--- config.mk ---
export PLATFORM = sky130hd
export DESIGN_NAME = dac_stream_tx
export DESIGN_NICKNAME = d
export VERILOG_FILES = /design/src/rtl/adda_pkg.sv /design/src/rtl/sync_fifo.sv /design/src/rtl/dac_stream_tx.sv
export SDC_FILE = /design/constraint.sdc
export NUM_CORES = 1
export LEC_CHECK = 0
export ABC_AREA = 1
export CAP_MARGIN = 10
export CORE_MARGIN = 8
export CORE_UTILIZATION = 50
export CTS_BUF_LIST = sky130_fd_sc_hd__clkbuf_2 sky130_fd_sc_hd__clkbuf_4 sky130_fd_sc_hd__clkbuf_8
export DETAILED_ROUTE_END_ITERATION = 10
export GPL_ROUTABILITY_DRIVEN = 1
export PLACE_DENSITY_LB_ADDON = 0.15
export REMOVE_ABC_BUFFERS = 1
export SLEW_MARGIN = 10
export SYNTH_ARGS = -nofsm -noshare
export SYNTH_HDL_FRONTEND = slang
export SYNTH_HIERARCHICAL = 1
export SYNTH_SLANG_ARGS = --single-unit
--- constraint.sdc ---
create_clock -name i_clk -period 3.65 [get_ports i_clk]
set_input_delay 0.73 -clock i_clk [delete_from_list [all_inputs] [get_ports i_clk]]
set_output_delay 0.73 -clock i_clk [all_outputs]
set_load 0.02 [all_outputs]
--- src/rtl/adda_pkg.sv ---
// rtl/adda_pkg.sv - shared constants and sizing helper for the J2 ADC/DAC stream blocks
package adda_pkg;

  localparam int ADDA_DATA_W = 8;
  localparam logic [7:0] ADDA_IDLE_CODE = 8'h80;

  // Pointer/level width: one extra bit so full and empty are distinguishable.
  function automatic int ctr_w(input int depth);
    return $clog2(depth) + 1;
  endfunction

endpackage

--- src/rtl/sync_fifo.sv ---
// rtl/sync_fifo.sv - single-clock FIFO with registered flags, level and read data
module sync_fifo
  import adda_pkg::*;
#(
  parameter int              W       = 8,
  parameter int              DEPTH   = 16,
  parameter logic [W-1:0]    RST_VAL = '0
) (
  input  logic                       i_clk,
  input  logic                       i_resetn,
  input  logic                       wr_en,
  input  logic [W-1:0]               wr_data,
  input  logic                       rd_en,
  output logic [W-1:0]               rd_data,
  output logic                       full,
  output logic                       empty,
  output logic [ctr_w(DEPTH)-1:0]    level
);

  localparam int AW = $clog2(DEPTH);
  localparam int PW = AW + 1;

  logic [W-1:0]  mem [DEPTH];
  logic [PW-1:0] wr_ptr, rd_ptr, wr_ptr_n, rd_ptr_n;
  logic          do_wr, do_rd;

  // Flags are registered, so a same-cycle push never makes an empty FIFO poppable.
  assign do_wr    = wr_en && !full;
  assign do_rd    = rd_en && !empty;
  assign wr_ptr_n = wr_ptr + PW'(do_wr);
  assign rd_ptr_n = rd_ptr + PW'(do_rd);

  always_ff @(posedge i_clk or negedge i_resetn) begin
    if (!i_resetn) begin
      wr_ptr  <= '0;
      rd_ptr  <= '0;
      full    <= 1'b0;
      empty   <= 1'b1;
      level   <= '0;
      rd_data <= RST_VAL;
    end else begin
      wr_ptr <= wr_ptr_n;
      rd_ptr <= rd_ptr_n;
      full   <= (wr_ptr_n[AW] != rd_ptr_n[AW]) && (wr_ptr_n[AW-1:0] == rd_ptr_n[AW-1:0]);
      empty  <= (wr_ptr_n == rd_ptr_n);
      level  <= wr_ptr_n - rd_ptr_n;
      if (do_rd) begin
        rd_data <= mem[rd_ptr[AW-1:0]];
      end
    end
  end

  always_ff @(posedge i_clk) begin
    if (do_wr) begin
      mem[wr_ptr[AW-1:0]] <= wr_data;
    end
  end

endmodule

--- src/rtl/dac_stream_tx.sv ---
// rtl/dac_stream_tx.sv - buffered sample playout to the J2 parallel DAC at a programmable rate
module dac_stream_tx
  import adda_pkg::*;
#(
  parameter int                 DATA_W     = ADDA_DATA_W,
  parameter int                 DIV_W      = 16,
  parameter int                 FIFO_DEPTH = 16,
  parameter logic [DATA_W-1:0]  IDLE_CODE  = DATA_W'(ADDA_IDLE_CODE)
) (
  input  logic                              i_clk,
  input  logic                              i_resetn,
  input  logic                              i_enable,
  input  logic [DIV_W-1:0]                  i_div,
  input  logic                              s_valid,
  input  logic [DATA_W-1:0]                 s_data,
  output logic                              s_ready,
  output logic [DATA_W-1:0]                 o_da_port,
  output logic                              o_da_clk,
  output logic                              o_underrun,
  output logic [7:0]                        o_underrun_cnt,
  output logic [ctr_w(FIFO_DEPTH)-1:0]      o_level
);

  logic [DIV_W-1:0] div_q, ph, ph_nxt, pm1;
  logic [DIV_W:0]   half;
  logic             run, primed, primed_nxt, tick;
  logic             fifo_full, fifo_empty, push, pop;

  assign s_ready = !fifo_full;
  assign push    = s_valid && !fifo_full;
  assign pop     = tick && !fifo_empty;

  // P-1 and P/2 derived from the divider latched at the last wrap.
  assign pm1  = (div_q == '0) ? DIV_W'(1) : div_q;
  assign half = ({1'b0, pm1} + {{DIV_W{1'b0}}, 1'b1}) >> 1;

  // run delays counting by one cycle so ph is 0 in the first enabled cycle.
  assign tick       = i_enable && run && (ph == pm1);
  assign primed_nxt = i_enable && (primed || tick);

  always_comb begin
    ph_nxt = '0;
    if (i_enable && run && (ph != pm1)) begin
      ph_nxt = ph + DIV_W'(1);
    end
  end

  sync_fifo #(
    .W       (DATA_W),
    .DEPTH   (FIFO_DEPTH),
    .RST_VAL (IDLE_CODE)
  ) u_fifo (
    .i_clk    (i_clk),
    .i_resetn (i_resetn),
    .wr_en    (push),
    .wr_data  (s_data),
    .rd_en    (pop),
    .rd_data  (o_da_port),
    .full     (fifo_full),
    .empty    (fifo_empty),
    .level    (o_level)
  );

  always_ff @(posedge i_clk or negedge i_resetn) begin
    if (!i_resetn) begin
      div_q          <= DIV_W'(1);
      ph             <= '0;
      run            <= 1'b0;
      primed         <= 1'b0;
      o_da_clk       <= 1'b0;
      o_underrun     <= 1'b0;
      o_underrun_cnt <= '0;
    end else begin
      run    <= i_enable;
      ph     <= ph_nxt;
      primed <= primed_nxt;
      if (!i_enable || tick) begin
        div_q <= i_div;
      end
      // Latch clock stays low until the first slot has been presented.
      o_da_clk   <= primed_nxt && (ph_nxt != '0) && ({1'b0, ph_nxt} <= half);
      o_underrun <= tick && fifo_empty;
      if (tick && fifo_empty && (o_underrun_cnt != 8'hFF)) begin
        o_underrun_cnt <= o_underrun_cnt + 8'd1;
      end
    end
  end

endmodule

# Word level (Yosys, flattened, before mapping)
# Memories as Yosys holds them, arrays and structs flattened. A register that Yosys moved wholly into a read port is not among the register bits.
# Index checks and enable logic that the tools add are counted.
[classes]
muxes = 4
add_sub_neg = 6
magnitude_cmp = 1
eq_ne = 6
n_reduce_logical = 21
[op_table]
columns = ["op", "n"]
rows = [
  ["$mux W16", 2],
  ["$add A16 B1 Y17 const B", 1],
  ["$add A16 B1 Y16 const B", 1],
  ["$eq A16 B16 Y1", 1],
  ["$le A16 B16 Y1", 1],
  ["$logic_not A16 Y1", 1],
  ["$ne A16 B16 Y1", 1],
  ["$reduce_bool A16 Y1", 1],
  ["$logic_and A1 B1 Y1", 13],
  ["$add A5 B1 Y5", 2],
  ["$add A8 B1 Y8 const B", 1],
  ["$ne A8 B8 Y1 const B", 1],
  ["$eq A5 B5 Y1", 1],
  ["$sub A5 B5 Y5", 1],
  ["$eq A4 B4 Y1", 1],
  ["$logic_not A1 Y1", 4],
  ["$logic_or A1 B1 Y1", 2],
  ["$mux W1", 2],
  ["$ne A1 B1 Y1", 1],
]
[totals]
memories = 1
elab_cells = 51
inputBits = 28
output_inout_bits = 24
regBits = 61
ram_bits = 128
[memory_table]
columns = ["memory", "depth", "width", "rd", "rd_ports_with_merged_regs", "wr", "line_no", "source"]
rows = [
  ["u_fifo.mem", 16, 8, 1, 1, 1, "sync_fifo.sv:23", "logic [W-1:0] mem [DEPTH];"],
]

# Longest topological paths before layout
# Gate-level depths: netlist (run 1).
[logic_depth]
depth_word = 9
ltp_mapped = 26
ltp_nobuf = 26

# Hierarchy
# The synthesis (run 1) kept the hierarchy.
[modules_own_cells]
columns = ["mod", "area_each_um2", "cells_per_inst", "seq_area_each_um2", "instances"]
rows = [
  ["sync_fifo", 6303.5, 529, 4471.8, 1],
  ["dac_stream_tx", 2961.6, 372, 1102.3, 1],
]

# Worst setup path after synthesis (run 1)
# No wires, ideal clock.
[synth_timing]
path_type = "register to register"
startpoint = "register div_q[10]"
endpoint = "register o_da_clk"
synth_period_minus_slack_ns = 3.131
required_time_ns = 3.579
setup_slack_ns = 0.519
path_stages_with_launch = 25
setup_time_ns = 0.071
t_arrival_ns = 3.059
n_path_buf = 0
cell_sequence = "dfrtp_1 -> nor2_1 -> nand2_1 -> nor2_1 -> nand2_1 -> nand2_2 -> ha_1 -> nand3_1 -> nor3_2 -> nand2_1 -> nor2_1 -> inv_1 -> nor2_1 -> inv_1 -> nor3_1 -> nand2_1 -> xor2_1 -> ha_1 -> a21oi_1 -> nor2_1 -> a211oi_1 -> o21ai_0 -> a21oi_1 -> o21ai_0 -> nor2_1"
[synth_between]
elab_chain_len = 8
word_cells_on_any_way = 14
cone_classes = "add/sub: 1; order compare: 1; eq/ne: 2; mux: 2; reduce/logical: 8"
[synth_rtl]
columns = ["element", "line_no", "source"]
rows = [
  ["start, declared", "dac_stream_tx.sv:24", "logic [DIV_W-1:0] div_q, ph, ph_nxt, pm1;"],
  ["start signal, assigned", "dac_stream_tx.sv:78", "div_q <= i_div;"],
  ["$logic_not A16 Y1", "dac_stream_tx.sv:34", "assign pm1 = (div_q == '0) ? DIV_W'(1) : div_q;"],
  ["$mux W16 (*)", "dac_stream_tx.sv:34", ""],
  ["parallel branches: the longest is 5 deep, another holds $add A16 B1 Y17", "n/a", ""],
  ["$logic_and A1 B1 Y1 (*)", "dac_stream_tx.sv:81", "o_da_clk <= primed_nxt && (ph_nxt != '0) && ({1'b0, ph_nxt} <= half);"],
  ["end signal, assigned", "dac_stream_tx.sv:81", ""],
  ["end, declared", "dac_stream_tx.sv:18", "output logic o_da_clk,"],
]
# Every way passes the cells marked *.
# A chain may end at the register's enable or synchronous reset.

# Final worst setup path (run 1)
[layout_timing]
startpoint = "register div_q[6]"
endpoint = "register o_da_clk"
# Same word-level chain as after synthesis.

==> results of run 1 <==
-- worst min-delay path by stage --
stage | start | to | cells past startpoint
2_1_floorplan | i_resetn | div_q[10] | 0
3_3_place_gp | u_fifo/rd_data[7] | u_fifo/rd_data[7] | 2
3_5_place_dp | u_fifo/rd_data[7] | u_fifo/rd_data[7] | 2
4_1_cts | i_resetn | div_q[6] | 1
5_1_grt | i_resetn | div_q[2] | 1
6_report | i_resetn | div_q[3] | 1
-- metal layers --
| layer | vias to the layer above | GRT usage [%] | share of wire, % | wire (um) |
|---|---|---|---|---|
| met5 | - | 0 | 0 | 0 |
| met2 | 123 | 28.8 | 48 | 9750 |
| met3 | 17 | 3.86 | 3.8 | 777 |
| li1 | 3182 | - | - | - |
| met4 | 0 | 5.38 | 1.1 | 222 |
| met1 | 3155 | 24.2 | 47 | 9710 |
-- through the flow --
stage                     TNS (ns)  util, %  cell area [um2]  setup WS, ns  cells
after floorplan                  0        -             9120         0.434    877
after global placement           0     55.7            10100         0.100   1179
after detailed placement  -0.00761     55.7            10100      -0.00761   1179
after CTS                        0     57.8            10500         0.122   1211
after global routing      -0.00462     58.4            10600      -0.00462   1217
final                            0     58.4            10600         0.264   1217
-- cells by family (layout without fill, tap and decap cells) --
group	Yosys count	after routing	share of synthesized area (%)
and+or+nand+nor	401	401	18.8
DFF	197	197	60.2
AOI/OAI and AO/OA	109	109	6.39
buffers and inverters	106	193	4.94
xor gates and xnor gates	43	43	4.15
adders and majority gates	24	24	3.24
muxes	21	21	2.34
-- layout make-up --
cell class	count	area, um2	area share (%)
clock buffer	17	234	2.21
clock inverter	15	133	1.26
inverter	82	310	2.94
multi-input combinational	598	3310	31.3
sequential	197	5580	52.8
tap	229	287	2.71
timing repair buffer	79	718	6.80
-- flip-flops by register name, indices dropped and copies added, names as in the netlist --
register        cells
u_fifo/rd_data      8
u_fifo/full         1
o_underrun_cnt      8
u_fifo/level        5
u_fifo/mem        128
div_q              16
run                 1
u_fifo/rd_ptr       5
u_fifo/empty        1
u_fifo/wr_ptr       5
ph                 16
primed              1
o_underrun          1
o_da_clk            1
-- cells in the mapped netlist (3+ instances only) --
master    number  area share (%)
buf_4          5            0.41
ha_1          24             3.2
nor3_2         3            0.32
dfstp_2        3            0.85
edfxtp_1     128              41
nand2_1      197             8.0
xnor2_1        7            0.66
o21ai_1       18            0.97
nand2_4        3            0.36
nand3_1       38             2.1
nor2_2         5            0.34
clkbuf_1      10            0.41
buf_2          6            0.32
xor2_1        35             3.3
mux2_2         5            0.61
a21oi_1       24             1.3
inv_1         73             3.0
mux2i_1       16             1.7
nor3_1         6            0.32
nand4_1       15             1.0
o22ai_1       16             1.1
o21ai_0       43             2.3
inv_2          7            0.28
dfrtp_1       66              18
nand2_2        4            0.27
o41ai_1        4            0.38
nor2_1       120             4.9
-- repair_timing --
item / 4_1_cts / 5_1_grt
pin swaps: 0 / 15
resized for setup: 1 / 19
endpoints found under the setup margin: 1 / 1
setup buffers: 0 / 6
-- power by group --
group / switching (mW) / internal (mW) / leakage [nW]
Combinational: 0.562 / 0.319 / 2.23
Clock: 0.829 / 0.502 / 0.190
Sequential: 0.0986 / 2.61 / 2.04
==> impl_metrics.tcl, run 1 <==
set metrics [dict create \
    status "completed" \
    drc 0 \
    cp_data_required_time_ns 4.06 \
    grt_max_degree 70 \
    reg2regPathDepth 24 \
    wl_per_cell_um 16.8 \
    cp.depth 24 \
    cp_top_family "simple AND/OR/NAND/NOR gates" \
    critPathSlowestCell "dfrtp_1" \
    drtPass1Iterations 5 \
    clkTransAtPathRegs_ns 0.10 \
    gr-usage-all-layers_pct 18.0 \
    hold_path_class "in -> async" \
    p_per_area_nw_per_um2 466 \
    fin_skew_ns 0.0141 \
    crit_buf_inv 2 \
    ant_nets 0 \
    p_leak_nw 4.46 \
    ys.warnings.count 6 \
    drive_above_1_share_pct 11.4 \
    antenna_cells 0 \
    cts_buffers 17 \
    clockRootBuffer "clkbuf_8" \
    period_share_pct 92.8 \
    cp-startpoint "div_q[6]" \
    htree_levels 4 \
    die_y_um 152 \
    worstPathCellList "nor2_1 > nand2_1 > nor2_1 > nand2_2 > nand2_2 > ha_4 > nand3_4 > nor3_4 > nand2_1 > nor2_1 > inv_1 > nor2_2 > inv_2 > nor3_4 > nand2_1 > xor2_1 > ha_1 > a21oi_2 > nor2_1 > a211oi_1 > o21ai_1 > a21oi_1 > o21ai_1 > nor2_1" \
    fp.dieW_um 152 \
    portBuffers 51 \
    slew_headroom_pct 37.1 \
    via_count 6477 \
    critPathMaxStageDelay_ns 0.43 \
    cp_max_fo 4 \
    dpl.hpwl_um 14300 \
    io_pins 52 \
    endpoint "o_da_clk" \
    overflow 0 \
    grt_pass1_wl_um 33000 \
    areaGrowthSynthToFinish_pct 14.0 \
    peakVddDrop_mv 0.316 \
    cts_sinks 197 \
    drt_iter0_markers 412 \
    num_rows 49 \
    cp-end-kind "flop" \
    synth-main-ff-cell "edfxtp_1" \
    grt_pass1_vias 6199 \
    whs_ns 0.394 \
    synth_edf_count 128 \
    core-area_um2 18100 \
    hold_viol_final 0 \
    final_cell_mix "195 x nand2_1, 128 x edfxtp_1, 116 x nor2_1, 72 x inv_1, 65 x dfrtp_1" \
    drt-vias-per-instance 5.32 \
    async_flop_share_pct 35.0 \
    critical_path_arrival_ns 3.80 \
    initial_utilization_pct 51.2 \
    fin_crit_ns 3.39 \
    synth_cells 901 \
    final_nets 1027 \
    worst_slew_pin_slew_ns 0.943 \
    critPathLaunchType "flop" \
    crit_top_cell "nor2_1" \
    cts_hold_buf 0 \
    fill_cells 1531 \
    finalSetupViolations 0 \
    power.total_mw 4.93 \
    wl_um 20500 \
    clock_latency_ns 0.48 \
    netlist_area_um2 9270 \
    timing.rr.end "o_da_clk" \
    avgSynthCellArea_um2 10.3 \
    timing.max_cap.violations 0 \
    globalplace.congestion 0.847 \
    r2r_slack_ns 0.26 \
    final_common_cell "nand2_1" \
    worstSetupPathType "reg -> reg" \
    die-area_um2 23100 \
    reg2reg_from "div_q[6]" \
    synthDistinctLibCells 42 \
    cts_tree "done" \
    cts_buffer_depth 2 \
    fmax_mhz 295 \
    ys_seq_area_share_pct 60.2 \
    finalMaxSlewViolations 0 \
    ys_ff_latch 197 \
    antenna_found_initial 0 \
]
Power figures use the tool's default switching activity.
==> inputs of run 2 (changes only) <==
--- a/config.mk
+++ b/config.mk
@@ -17,5 +17,4 @@
 export SLEW_MARGIN = 10
 export SYNTH_ARGS = -nofsm -noshare
 export SYNTH_HDL_FRONTEND = slang
-export SYNTH_HIERARCHICAL = 1
 export SYNTH_SLANG_ARGS = --single-unit
==> run 2 against run 1 <==
Die area decreased by 1.5%. Sequential power is essentially flat. Combinational power shrank 11%.
==> impl_metrics.tcl, run 2 <==
set metrics [dict create \
    cp-end-kind "flop" \
    grt_max_degree 70 \
    drtPass1Iterations 5 \
    drc 0 \
    synth_edf_count 128 \
    final_common_cell "nor2_1" \
    fill_cells 1531 \
    final_cell_mix "136 x nor2_1, 128 x edfxtp_1, 93 x nand2_1, 68 x o21ai_0, 66 x dfrtp_1" \
    finalMaxSlewViolations 0 \
    ys_ff_latch 197 \
    setup_tns_ns 0 \
    crit_top_cell "nand2_1" \
    antenna_found_initial 0 \
    drt-vias-per-instance 5.58 \
    critPathMaxStageDelay_ns 0.46 \
    fin_skew_ns 0.0177 \
    timing.max_cap.violations 0 \
    worst_slew_pin_slew_ns 0.898 \
    p_leak_nw 4.07 \
    worstSetupPathType "reg -> reg" \
    period_share_pct 92.8 \
    synthXorXnorAreaFrac_pct 5.10 \
    fin_crit_ns 3.39 \
    clock_latency_ns 0.46 \
    dp_slack_ns 0.133 \
    status "completed" \
    avgSynthCellArea_um2 10.9 \
    overflow 0 \
    dpl.hpwl_um 15000 \
    netlist_area_um2 9110 \
    fin_ws_ns 0.263 \
    antenna_cells 0 \
    power.total_mw 5.03 \
    reg2regPathDepth 22 \
    synth-main-ff-cell "edfxtp_1" \
    final_core_util_pct 58.1 \
    grt_pass1_vias 6567 \
    areaGrowthSynthToFinish_pct 14.3 \
    synth_compound_area_share_pct 9.49 \
    drt_iter0_markers 471 \
    htree_levels 4 \
    grt_pass1_wl_um 33500 \
    hold_path_class "in -> async" \
    cts_tree "done" \
    cp_data_required_time_ns 4.01 \
    fmax_mhz 295 \
    synthAdderAreaFrac_pct 3.93 \
    p_per_area_nw_per_um2 483 \
    initial_utilization_pct 50.9 \
    synth_area_leaders "edfxtp_1 42%, dfrtp_1 18%, nor2_1 5.6%" \
    die-area_um2 22800 \
    synth_cells 837 \
    async_flop_share_pct 35.0 \
    critPathLaunchType "flop" \
    fp.dieW_um 151 \
    via_count 6386 \
    rsz0062_at_grt "false" \
    r2r_slack_ns 0.26 \
    critPathSlowestCell "dfrtp_1" \
    timing.rr.end "o_da_clk" \
    die_y_um 151 \
    cp-startpoint "div_q[10]" \
    cts_buffers 17 \
    synthSimpleGateAreaFrac_pct 15.6 \
    synthDistinctLibCells 45 \
    peakVddDrop_mv 0.233 \
    synth_top_family_by_area "simple AND/OR/NAND/NOR gates" \
    clockRootBuffer "clkbuf_8" \
    finalSetupViolations 0 \
    largest_register_ff_count 128 \
    ant_nets 0 \
    cts_buffer_depth 2 \
    ys_seq_area_share_pct 61.2 \
    core-area_um2 17900 \
    slew_headroom_pct 40.2 \
    ys.warnings.count 0 \
    whs_ns 0.371 \
    netlist_top_cells_count "136 x nor2_1, 128 x edfxtp_1, 93 x nand2_1" \
    reg2reg_from "div_q[10]" \
    gr-usage-all-layers_pct 19.4 \
    worstPathCellList "nor2_1 > nand2_1 > nor2_1 > nand2_1 > nand2_2 > ha_1 > nand3_2 > nor4_4 > nand3_1 > nand3b_1 > nor3_2 > nand3_1 > ha_1 > nand2_1 > inv_1 > nand3_1 > nor3_2 > nand2_1 > o2111ai_1 > nand2_1 > nand2_1 > nor2_1" \
    io_pins 52 \
    critical_path_arrival_ns 3.75 \
    globalplace.congestion 0.862 \
    clkTransAtPathRegs_ns 0.11 \
    synthMuxAreaShare_pct 0.371 \
    portBuffers 51 \
    multi_input_area_um2 3160 \
    final_nets 959 \
    hold_viol_final 0 \
    cp_max_fo 6 \
    yosysTopAreaCell "edfxtp_1" \
    drive_above_1_share_pct 8.95 \
    cts_setup_buffers 0 \
    seqCellArea_um2 5570 \
    wl_um 21400 \
    yosysMostFrequentCell "nor2_1" \
    netlist.area_leader.share_pct 42.2 \
    cts_sinks 197 \
    num_rows 49 \
    wl_per_cell_um 18.6 \
]
[run 2: where the power goes]
group / switching (mW) / internal, mW
Clock: 0.802 / 0.708
Combinational: 0.495 / 0.292
Sequential: 0.102 / 2.63
[run 2: cells by family after synthesis]
kind of cell	count (synthesis)
adders and majority gates	28
AOI/OAI and AO/OA	139
muxes	3
buffers and inverters	96
and+or+nand+nor	321
DFF	197
xor gates and xnor gates	53
[run 2: layout make-up]
type / instances / share of cell area, %
Clock buffer: 18 / 2.32
Clock inverter: 14 / 1.89
Inverter: 67 / 2.42
Multi-Input combinational cell: 544 / 30.4
Sequential cell: 197 / 53.6
Tap cell: 229 / 2.75
Timing Repair Buffer: 76 / 6.68
[run 2: what timing repair did]
action / in CTS / in global routing
setup endpoints to repair: 0 / 1
hold buffers: 0 / 0
resized for setup: 0 / 3
[run 2: routing by layer]
metal  vias to the layer above  global-route usage, %  part of all wire (%)
met1                      3107                   23.1                    42
met4                         0                   10.0                   3.7
met3                        41                   3.14                   3.9
met5                         -                      0                     0
met2                       170                   33.3                    50
li1                       3068                      -                     -
[run 2: per-stage QoR]
| stage | std cells | instance area [um2] |
|---|---|---|
| floorplan | 808 | 8970 |
| global placement | 1113 | 9950 |
| detailed placement | 1113 | 9950 |
| CTS | 1145 | 10400 |
| global route | 1145 | 10400 |
| finish | 1145 | 10400 |
[run 2: worst max path at each step]
stage	to	cells past startpoint	slack [ns]
after floorplan	o_da_clk	22	0.68
after global placement	o_da_clk	22	0.25
after detailed placement	o_da_clk	22	0.13
after CTS	o_da_clk	22	0.11
after global routing	o_da_clk	22	0.05
final	o_da_clk	22	0.26
[run 2: worst max-delay path, delay by kind of cell (launching register included)]
| kind | cells | cell delay, ns |
|---|---|---|
| buffers and inverters | 1 | 0.07 |
| AOI/OAI and AO/OA | 1 | 0.09 |
| DFF | 1 | 0.46 |
| and+or+nand+nor | 18 | 2.15 |
| adders and majority gates | 2 | 0.51 |
==> inputs of run 3 (changes only) <==
--- a/config.mk
+++ b/config.mk
@@ -7,7 +7,7 @@
 export LEC_CHECK = 0
 export ABC_AREA = 1
 export CAP_MARGIN = 10
-export CORE_MARGIN = 8
+export CORE_MARGIN = 2
 export CORE_UTILIZATION = 50
 export CTS_BUF_LIST = sky130_fd_sc_hd__clkbuf_2 sky130_fd_sc_hd__clkbuf_4 sky130_fd_sc_hd__clkbuf_8
 export DETAILED_ROUTE_END_ITERATION = 10
==> run 3 against run 2 <==
Final cell count grew 0.26%. Combinational power grew 0.8%. Flip-flop and latch count stayed put. Count of clock-buffer cells in the layout is 2 higher. Largest cell class unchanged. First-iteration DRC count grew 5.9%. Critical path depth is the same.
==> impl_metrics.tcl, run 3 (synthesized netlist as in run 2, its figures left out) <==
set metrics [dict create \
    p_per_area_nw_per_um2 469 \
    globalplace.congestion 0.943 \
    slew_headroom_pct 28.5 \
    via_count 6474 \
    final_common_cell "nor2_1" \
    num_rows 49 \
    largest_register_ff_count 128 \
    grt_pass1_wl_um 33400 \
    io_pins 52 \
    worst_slew_pin_slew_ns 1.07 \
    fin_area_um2 10400 \
    final_cell_mix "133 x nor2_1, 128 x edfxtp_1, 93 x nand2_1, 68 x o21ai_0, 63 x inv_1" \
    cp_data_required_time_ns 4.01 \
    period_share_pct 94.3 \
    timing.rr.end "o_da_clk" \
    grt_pass1_vias 6430 \
    cts_sinks 197 \
    fp.dieW_um 139 \
    initial_utilization_pct 50.9 \
    p_leak_nw 4.06 \
    critical_path_arrival_ns 3.80 \
    reg2reg_from "div_q[14]" \
    clock_latency_ns 0.47 \
    fin_skew_ns 0.0209 \
    dpl.hpwl_um 14400 \
    cts_buffers 17 \
    fmax_mhz 291 \
    final_cells 1148 \
    cts_buffer_depth 2 \
    final_core_util_pct 58.3 \
    die_y_um 139 \
    power.total_mw 4.90 \
    placed_cell_area_um2 9920 \
    final_nets 962 \
    fill_cells 1467 \
    timing.max_cap.violations 0 \
    antenna_cells 0 \
    reg2regPathDepth 22 \
    dp.cells 1109 \
    cts_tree "done" \
    finalMaxSlewViolations 0 \
    worstSetupPathType "reg -> reg" \
    drc 0 \
    r2r_slack_ns 0.21 \
    grt_max_degree 70 \
    die-area_um2 19300 \
    finalSetupViolations 0 \
    htree_levels 4 \
    drtPass1Iterations 5 \
    core-area_um2 17900 \
    wl_um 21200 \
    critPathLaunchType "flop" \
    drt_iter0_markers 499 \
    clkTransAtPathRegs_ns 0.10 \
    clockRootBuffer "clkbuf_8" \
    seqCellArea_um2 5580 \
    ant_nets 0 \
    areaGrowthSynthToFinish_pct 14.7 \
    drt-vias-per-instance 5.64 \
    peakVddDrop_mv 0.233 \
    portBuffers 51 \
    multi_input_area_um2 3220 \
    hold_path_class "in -> async" \
    cp-end-kind "flop" \
    gr-usage-all-layers_pct 22.4 \
    antenna_found_initial 0 \
    wl_per_cell_um 18.5 \
    cp_max_fo 4 \
    status "completed" \
    overflow 0 \
    drive_above_1_share_pct 10.8 \
    hold_viol_final 0 \
    fin_crit_ns 3.44 \
]
[run 3: power breakdown]
| part | total [mW] | switching, mW | leakage [nW] | internal, mW |
|---|---|---|---|---|
| Clock | 1.37 | 0.776 | 0.192 | 0.598 |
| Combinational | 0.793 | 0.497 | 1.83 | 0.296 |
| Sequential | 2.73 | 0.102 | 2.04 | 2.63 |
| Total | 4.90 | 1.38 | 4.06 | 3.52 |
[run 3: layout make-up]
type	count	share of cell area [%]
inverters	67	2.41
clock buffers	20	2.58
repair buffers	79	6.88
clock inverters	12	1.16
multi-input cells	544	30.8
flip-flops and latches	197	53.4
well taps	229	2.74
[run 3: worst max path at each step]
stage	from	endpoint	slack, ns	cells after the start
after global routing	div_q[14]	o_da_clk	-0.03	22
after global placement	div_q[10]	o_da_clk	0.28	22
after floorplan	div_q[10]	o_da_clk	0.68	22
after CTS	div_q[10]	o_da_clk	0.04	22
after detailed placement	div_q[10]	o_da_clk	0.07	22
final	div_q[14]	o_da_clk	0.21	22
[run 3: critical path, cell delays in order (launching register included)]
cell and delay [ns]:
dfrtp_1 0.43, nor2_1 0.13, nand2_1 0.08, nor2_2 0.11
nand2_1 0.10, nand2_2 0.11, ha_4 0.17, nand3_4 0.10
nor4_4 0.28, nand3_2 0.11, nand3b_1 0.21, nor3_2 0.27
nand3_2 0.13, ha_4 0.29, nand2_1 0.09, inv_2 0.07
nand3_1 0.08, nor3_2 0.21, nand2_1 0.10, o2111ai_2 0.09
nand2_1 0.07, nand2_1 0.06, nor2_1 0.04
[run 3: metal layers]
metal  part of all wire (%)  GRT usage [%]  vias up
li1                       -              -     3063
met4                    3.6           10.5        0
met1                     42           28.8     3164
met3                    5.2           4.04       55
met2                     49           37.1      192
met5                      0              0        -
[run 3: stage by stage]
step	setup TNS [ns]	hold WS (ns)	setup WS [ns]
floorplan	0	0.434	0.681
global placement	0	0.473	0.278
detailed placement	0	0.468	0.0664
CTS	0	0.396	0.0378
global route	-0.0255	0.441	-0.0255
finish	0	0.380	0.209
[run 3: what timing repair did]
| item | 4_1_cts | 5_1_grt |
|---|---|---|
| endpoints found under the setup margin | 0 | 1 |
| hold buffers | 0 | 0 |
| buffers inserted | 0 | 7 |
| resized for setup | 0 | 19 |
| endpoints found under the hold margin | 0 | 0 |
